**config.mk**
```make
export PLATFORM = sky130hd
export DESIGN_NAME = if_fetch_unit
export DESIGN_NICKNAME = d
export VERILOG_FILES = /design/src/rtl/if_pkg.sv /design/src/rtl/fetch_fifo.sv /design/src/rtl/if_fetch_unit.sv
export SDC_FILE = /design/constraint.sdc
export NUM_CORES = 1
export LEC_CHECK = 0
export ABC_AREA = 1
export BUFFER_PORTS_ARGS = -buffer_cell sky130_fd_sc_hd__buf_2
export CORE_ASPECT_RATIO = 2
export CORE_MARGIN = 2
export CORE_UTILIZATION = 48
export DETAILED_ROUTE_END_ITERATION = 10
export PLACE_DENSITY = 0.71
export SKIP_LAST_GASP = 1
export SYNTH_ARGS = -nofsm -noshare
export SYNTH_HDL_FRONTEND = slang
export SYNTH_SLANG_ARGS = --single-unit
```
**constraint.sdc**
```tcl
create_clock -name CPU_CLK -period 4.5 [get_ports CPU_CLK]
set_clock_uncertainty 0.1 [all_clocks]
set_input_delay 0 -clock CPU_CLK [delete_from_list [all_inputs] [get_ports CPU_CLK]]
set_output_delay 0 -clock CPU_CLK [all_outputs]
set_load 0.01 [all_outputs]
```
**src/rtl/if_pkg.sv**
```systemverilog
// Shared types and constants for the instruction-fetch stage.
package if_pkg;

    localparam int          XLEN      = 32;
    localparam logic [31:0] NOP_INSTR = 32'h0000_0013;

    typedef struct packed {
        logic [XLEN-1:0] pc;
        logic [XLEN-1:0] instr;
    } fetch_entry_t;

endpackage

```
**src/rtl/fetch_fifo.sv**
```systemverilog
// Small synchronous FIFO of fetch_entry_t with a synchronous clear.
// Serves both as the instruction buffer and as the in-order PC tag queue.
module fetch_fifo
    import if_pkg::*;
#(
    parameter int DEPTH = 2,
    parameter int CNT_W = 2
) (
    input  logic             CPU_CLK,
    input  logic             CPU_RST,
    input  logic             push,
    input  logic             pop,
    input  logic             clear,
    input  fetch_entry_t     din,
    output logic [CNT_W-1:0] occupancy,
    output fetch_entry_t     head
);

    localparam int               PTR_W = (DEPTH > 1) ? $clog2(DEPTH) : 1;
    localparam logic [PTR_W-1:0] LAST  = PTR_W'(DEPTH - 1);
    localparam logic [CNT_W-1:0] FULL  = CNT_W'(DEPTH);

    fetch_entry_t     mem [DEPTH];
    logic [PTR_W-1:0] rd_ptr;
    logic [PTR_W-1:0] wr_ptr;
    logic             do_pop;
    logic             do_push;

    function automatic logic [PTR_W-1:0] next_ptr(input logic [PTR_W-1:0] p);
        return (p == LAST) ? '0 : p + PTR_W'(1);
    endfunction

    // A push into a full FIFO is accepted only when a pop frees the slot in the same cycle.
    assign do_pop  = pop && (occupancy != '0);
    assign do_push = push && ((occupancy != FULL) || do_pop);
    assign head    = mem[rd_ptr];

    always_ff @(posedge CPU_CLK) begin
        if (do_push) begin
            mem[wr_ptr] <= din;
        end
    end

    always_ff @(posedge CPU_CLK or posedge CPU_RST) begin
        if (CPU_RST) begin
            rd_ptr    <= '0;
            wr_ptr    <= '0;
            occupancy <= '0;
        end else if (clear) begin
            rd_ptr    <= '0;
            wr_ptr    <= '0;
            occupancy <= '0;
        end else begin
            if (do_pop) begin
                rd_ptr <= next_ptr(rd_ptr);
            end
            if (do_push) begin
                wr_ptr <= next_ptr(wr_ptr);
            end
            case ({do_push, do_pop})
                2'b10:   occupancy <= occupancy + CNT_W'(1);
                2'b01:   occupancy <= occupancy - CNT_W'(1);
                default: occupancy <= occupancy;
            endcase
        end
    end

endmodule

```
**src/rtl/if_fetch_unit.sv**
```systemverilog
// IF stage: owns PCF, issues credit-limited in-order fetches and buffers responses for ID.
// Optional same-cycle response bypass to ID when IF_FETCH_BYPASS_EN is defined.
module if_fetch_unit
    import if_pkg::*;
#(
    parameter logic [XLEN-1:0] RESET_PC   = 32'h0000_0000,
    parameter int              FIFO_DEPTH = 2,
    parameter int              CNT_W      = 2
) (
    input  logic            CPU_CLK,
    input  logic            CPU_RST,
    input  logic            RedirectValid,
    input  logic [XLEN-1:0] RedirectPC,
    input  logic            StallD,
    output logic            ImemReq,
    output logic [XLEN-1:0] ImemAddr,
    input  logic            ImemGnt,
    input  logic            ImemRvalid,
    input  logic [XLEN-1:0] ImemRdata,
    output logic            ValidD,
    output logic [XLEN-1:0] InstrD,
    output logic [XLEN-1:0] PCD
);

    // Memory handshake: a request transfers when ImemReq & ImemGnt; ImemAddr is held while
    // ImemReq waits for ImemGnt; each ImemRvalid returns exactly one word, in request order.

    localparam int SUM_W = CNT_W + 1;

    logic [XLEN-1:0]  pcf;
    logic [CNT_W-1:0] occ;
    logic [CNT_W-1:0] tag_occ;
    logic [CNT_W-1:0] outstanding;
    logic [CNT_W-1:0] drop_cnt;
    logic [SUM_W-1:0] credit_used;
    fetch_entry_t     fifo_head;
    fetch_entry_t     fifo_din;
    fetch_entry_t     tag_head;
    fetch_entry_t     tag_din;
    logic             grant;
    logic             resp_keep;
    logic             bypass;
    logic             fifo_push;
    logic             fifo_pop;
    logic             unused_ok;

    assign credit_used = {1'b0, occ} + {1'b0, outstanding};
    assign ImemReq     = !CPU_RST && !RedirectValid && (credit_used < SUM_W'(FIFO_DEPTH));
    assign ImemAddr    = pcf;
    assign grant       = ImemReq && ImemGnt;

    // A response is kept only when no redirect kills it and nothing older still needs dropping.
    assign resp_keep = ImemRvalid && !RedirectValid && (drop_cnt == '0);
`ifdef IF_FETCH_BYPASS_EN
    assign bypass = resp_keep && (occ == '0) && !StallD;
`else
    assign bypass = 1'b0;
`endif
    assign fifo_push = resp_keep && !bypass;
    assign fifo_pop  = (occ != '0) && !StallD && !RedirectValid;

    assign tag_din  = '{pc: pcf, instr: '0};
    assign fifo_din = '{pc: tag_head.pc, instr: ImemRdata};

    always_comb begin
        ValidD = 1'b0;
        InstrD = NOP_INSTR;
        PCD    = '0;
        if (occ != '0) begin
            ValidD = 1'b1;
            InstrD = fifo_head.instr;
            PCD    = fifo_head.pc;
        end else if (bypass) begin
            ValidD = 1'b1;
            InstrD = ImemRdata;
            PCD    = tag_head.pc;
        end
    end

    always_ff @(posedge CPU_CLK or posedge CPU_RST) begin
        if (CPU_RST) begin
            pcf         <= RESET_PC;
            outstanding <= '0;
            drop_cnt    <= '0;
        end else begin
            outstanding <= outstanding + CNT_W'(grant) - CNT_W'(ImemRvalid);
            if (RedirectValid) begin
                pcf      <= {RedirectPC[XLEN-1:2], 2'b00};
                // Everything still in flight after this cycle's response belongs to the old path.
                drop_cnt <= outstanding - CNT_W'(ImemRvalid);
            end else begin
                if (grant) begin
                    pcf <= pcf + XLEN'(4);
                end
                if (ImemRvalid && (drop_cnt != '0)) begin
                    drop_cnt <= drop_cnt - CNT_W'(1);
                end
            end
        end
    end

    fetch_fifo #(
        .DEPTH (FIFO_DEPTH),
        .CNT_W (CNT_W)
    ) u_tag_q (
        .CPU_CLK   (CPU_CLK),
        .CPU_RST   (CPU_RST),
        .push      (grant),
        .pop       (ImemRvalid),
        .clear     (1'b0),
        .din       (tag_din),
        .occupancy (tag_occ),
        .head      (tag_head)
    );

    fetch_fifo #(
        .DEPTH (FIFO_DEPTH),
        .CNT_W (CNT_W)
    ) u_instr_q (
        .CPU_CLK   (CPU_CLK),
        .CPU_RST   (CPU_RST),
        .push      (fifo_push),
        .pop       (fifo_pop),
        .clear     (RedirectValid),
        .din       (fifo_din),
        .occupancy (occ),
        .head      (fifo_head)
    );

    assign unused_ok = ^{tag_head.instr, tag_occ, RedirectPC[1:0]};

endmodule

```
==> key figures <==
STA
  – Min cycle time layout: 3.245 ns
  – Hold Slack: 0.009394 ns
  – Final Cycle Share: 72.10%
  – TNS Setup: 0 ns
  – Pins Over Slew Limit: 0
  – Hold Vio Cnt, Final: 0
  – Peak Freq: 308.2 MHz
  – Unrepaired setup endpoints after global routing: no
  – Setup Viol. Count Final: 0
  – Slew @ Worst Pin: 0.9278 ns
  – Slew HR: 38.08%

Global routing
  – Grt ovf: 0
  – Vias in the first global route: 7138
  – Initial antenna violation count: 0
  – Largest net degree at the start of global routing: 65
  – First-pass GRT wire length: 34240 um
  – Overall Global Routing Usage: 19.99%

Place
  – Final HPWL from detailed placement: 13850 um
  – RePlAce Congestion: 0.8964
  – PortBufs: 161

Drt
  – Total number of vias: 7274
  – Routed wire length on met2: 11870 um
  – Drt total wl: 21710 um
  – Routed Antenna Nets: 0
  – Drt pass-1 iters: 5
  – Routed WL per cell: 14.80 um
  – DRT met1 WL: 7910 um
  – Highest Signal Layer: met4
  – Iter 0 DRT Violations: 298
  – Drt drc: 0
  – Met3 routed WL: 996 um
  – Vias per cell: 4.958

Power and ir drop
  – Worst VDD drop: 0.0003035 V
  – Leakage: 5.253 nW
  – PwrDens: 488.9 nW/um^2

Yosys
  – Post-synth EDFFs: 184
  – Register area share after synthesis: 66.70%
  – Biggest area consumer among synthesized cells: edfxtp_1
  – Most frequent cell after synthesis: nand2_1
  – Total number of yosys warnings: 0
  – Cells after Synth: 956
  – Register bit total from synthesis: 226
  – Synth cell types: 38
  – Top cells by area, synth: edfxtp_1 56%, nand2_1 15%, dfrtp_1 11%
  – Prevailing post-synth register cell: edfxtp_1
  – Top cells by count, synth: 383 x nand2_1, 184 x edfxtp_1, 68 x inv_1, 63 x a21oi_1, 43 x nor2_1
  – Mean Syn Cell Area: 10.31 sq um
  – Mapped Area: 9859 sq um
  – Asr flop ratio synth: 18.58%
  – Top cell type's share of synthesized area: 56.04%

Clock tree
  – Hold Buf Count CTS: 76
  – Setup Fix Bufs, Post-CTS: 0
  – Maximum level of the CTS H-tree: 1
  – Clock transition at path regs: 0.07 ns
  – Post-cts repair resize count: 0
  – CTS Sinks: 226
  – Max Root-Sink Buffers: 3
  – Cts bufs inserted: 20
  – CTS tree: built
  – Clock latency on the worst-skew pair: 0.50 ns
  – Clk root buf: clkbuf_16

Run
  – Max-cap check violation count: 0

Floorplanning
  – Placement Rows: 74
  – Total core area: 20280 sq um
  – Starting Density: 48.62%
  – # IOs: 168
  – Die area: 21770 sq um
  – Overall die height: 206.7 um
  – Die width: 105.3 um

Worst setup path
  – WP data required: 4.78 ns
  – Crit path max fanout: 19
  – Worst Path Arrival: 3.53 ns
  – R2R setup slack: 1.26 ns
  – Crit end category: flip-flop
  – Critical Path Sink: ImemAddr[10]$_DFFE_PP0P_
  – RR Endpoint: ImemAddr[10]$_DFFE_PP0P_
  – CP startpoint: u_instr_q.occupancy[0]$_DFFE_PP0P_
  – R2R Path Start: u_instr_q.occupancy[0]$_DFFE_PP0P_
  – Worst-case reg-to-reg path depth: 12
  – Crit Path Category: reg2reg
  – Worst setup SP type: flip-flop

Cells and area
  – P&R area growth vs syn: 24.73%
  – Layout cells sized above 1: 19.82%
  – Inserted Diodes: 0
  – Layout Nets: 1264

Worst hold path
  – Worst min path class: in2reg

Outcome
  – Status: completed
through the flow:
| step | instance area [sq um] | total power [mW] | std cells | util, % | worst slack, ns |
|---|---|---|---|---|---|
| 6_report | 12300 | 6.012 | 1467 | 60.65 | 1.255 |
| 5_1_grt | 12300 | 6.354 | 1467 | 60.65 | 1.014 |
| 4_1_cts | 12300 | 6.069 | 1467 | 60.65 | 1.252 |
| 3_5_place_dp | 10890 | 4.343 | 1355 | 53.70 | 1.527 |
| 3_3_place_gp | 10890 | 4.295 | 1355 | 53.70 | 1.598 |
| 2_1_floorplan | 9871 | 3.768 | 959 | - | 0.4692 |
where the power goes:
| part | internal (mW) | leakage, nW | switching [mW] |
|---|---|---|---|
| Sequential | 2.58 | 2.18 | 0.177 |
| Clock | 0.947 | 0.321 | 0.721 |
| Combinational | 0.546 | 2.76 | 1.04 |
| Total | 4.07 | 5.25 | 1.94 |
sequential cells by signal, summed over array words and instances (netlist names):
name	count
ImemAddr	30
drop_cnt	2
outstanding	2
u_instr_q.mem	124
u_instr_q.occupancy	2
u_instr_q.rd_ptr	1
u_instr_q.wr_ptr	1
u_tag_q.mem	60
u_tag_q.occupancy	2
u_tag_q.rd_ptr	1
u_tag_q.wr_ptr	1
cells in the final DEF (no fill, tap or decap), types with 2 or more instances in the layout:
cell             n
clkbuf_16       21
buf_4            9
dlygate4sd3_1   76
o21ai_0         26
nor3_2           2
buf_2          161
inv_2            2
nor2_2           7
a21oi_1         63
clkinv_4         2
nand3b_1         2
clkbuf_1         2
nor3_1           3
conb_1           4
clkbuf_8         2
o21ai_1          4
xnor2_1          3
dfrtp_1         41
nor2_4           7
clkinv_2         5
nand3_1         41
edfxtp_1       184
xor2_1           8
o21bai_1         3
nor2_1          39
clkinv_1         2
inv_1           68
o211ai_1         2
nand2_2          8
nand2_1        383
ha_1             6
layout make-up:
cell class / instances / area, sq um
Fill cell: 1679 / 7979
Sequential cell: 226 / 6578
Multi-Input combinational cell: 621 / 2828
Timing Repair Buffer: 246 / 1634
Clock buffer: 25 / 560.5
Tap cell: 266 / 332.8
Inverter: 72 / 277.8
Clock inverter: 11 / 87.58
logic make-up after synthesis:
kind of cell / Yosys count / share of synthesized area (%)
buffers and inverters: 112 / 4.987
other: 1 / 0.03803
adders and majority gates: 7 / 0.9645
AOI/OAI and AO/OA: 102 / 5.622
and+or+nand+nor: 497 / 20.71
DFF: 226 / 66.70
xor gates and xnor gates: 11 / 0.9772
worst min path at each step:
| stage | from | endpoint | slack [ns] | depth (start not counted) |
|---|---|---|---|---|
| after floorplan | ImemRdata[0] | u_instr_q.mem[0][0]$_DFFE_PP_ | -0.001 | 0 |
| after global placement | CPU_RST | u_instr_q.rd_ptr$_DFFE_PP0P_ | 0.09 | 3 |
| after detailed placement | ImemRdata[12] | u_instr_q.mem[1][12]$_DFFE_PP_ | 0.09 | 1 |
| after CTS | RedirectValid | ImemAddr[2]$_DFFE_PP0P_ | 0.0002 | 3 |
| after global routing | ImemGnt | ImemAddr[6]$_DFFE_PP0P_ | 0.05 | 3 |
| final | RedirectValid | ImemAddr[2]$_DFFE_PP0P_ | 0.009 | 3 |
worst max-delay path, stage by stage, from the launching register on:
cell,delay [ns]
dfrtp_1,0.45
nand2_1,0.09
inv_1,0.05
fa_1,0.43
inv_1,0.10
nand4_2,0.39
nand2_2,0.51
inv_2,0.20
nand2_1,0.10
nand2_1,0.05
inv_1,0.05
o21ai_1,0.06
dlygate4sd3_1,0.56
layer usage:
layer,GRT usage [%],vias up
met1,19.93,3393
met3,2.700,58
met5,0,-
met4,10.95,0
met2,39.12,216
li1,-,3607
Power figures use the tool's default switching activity.
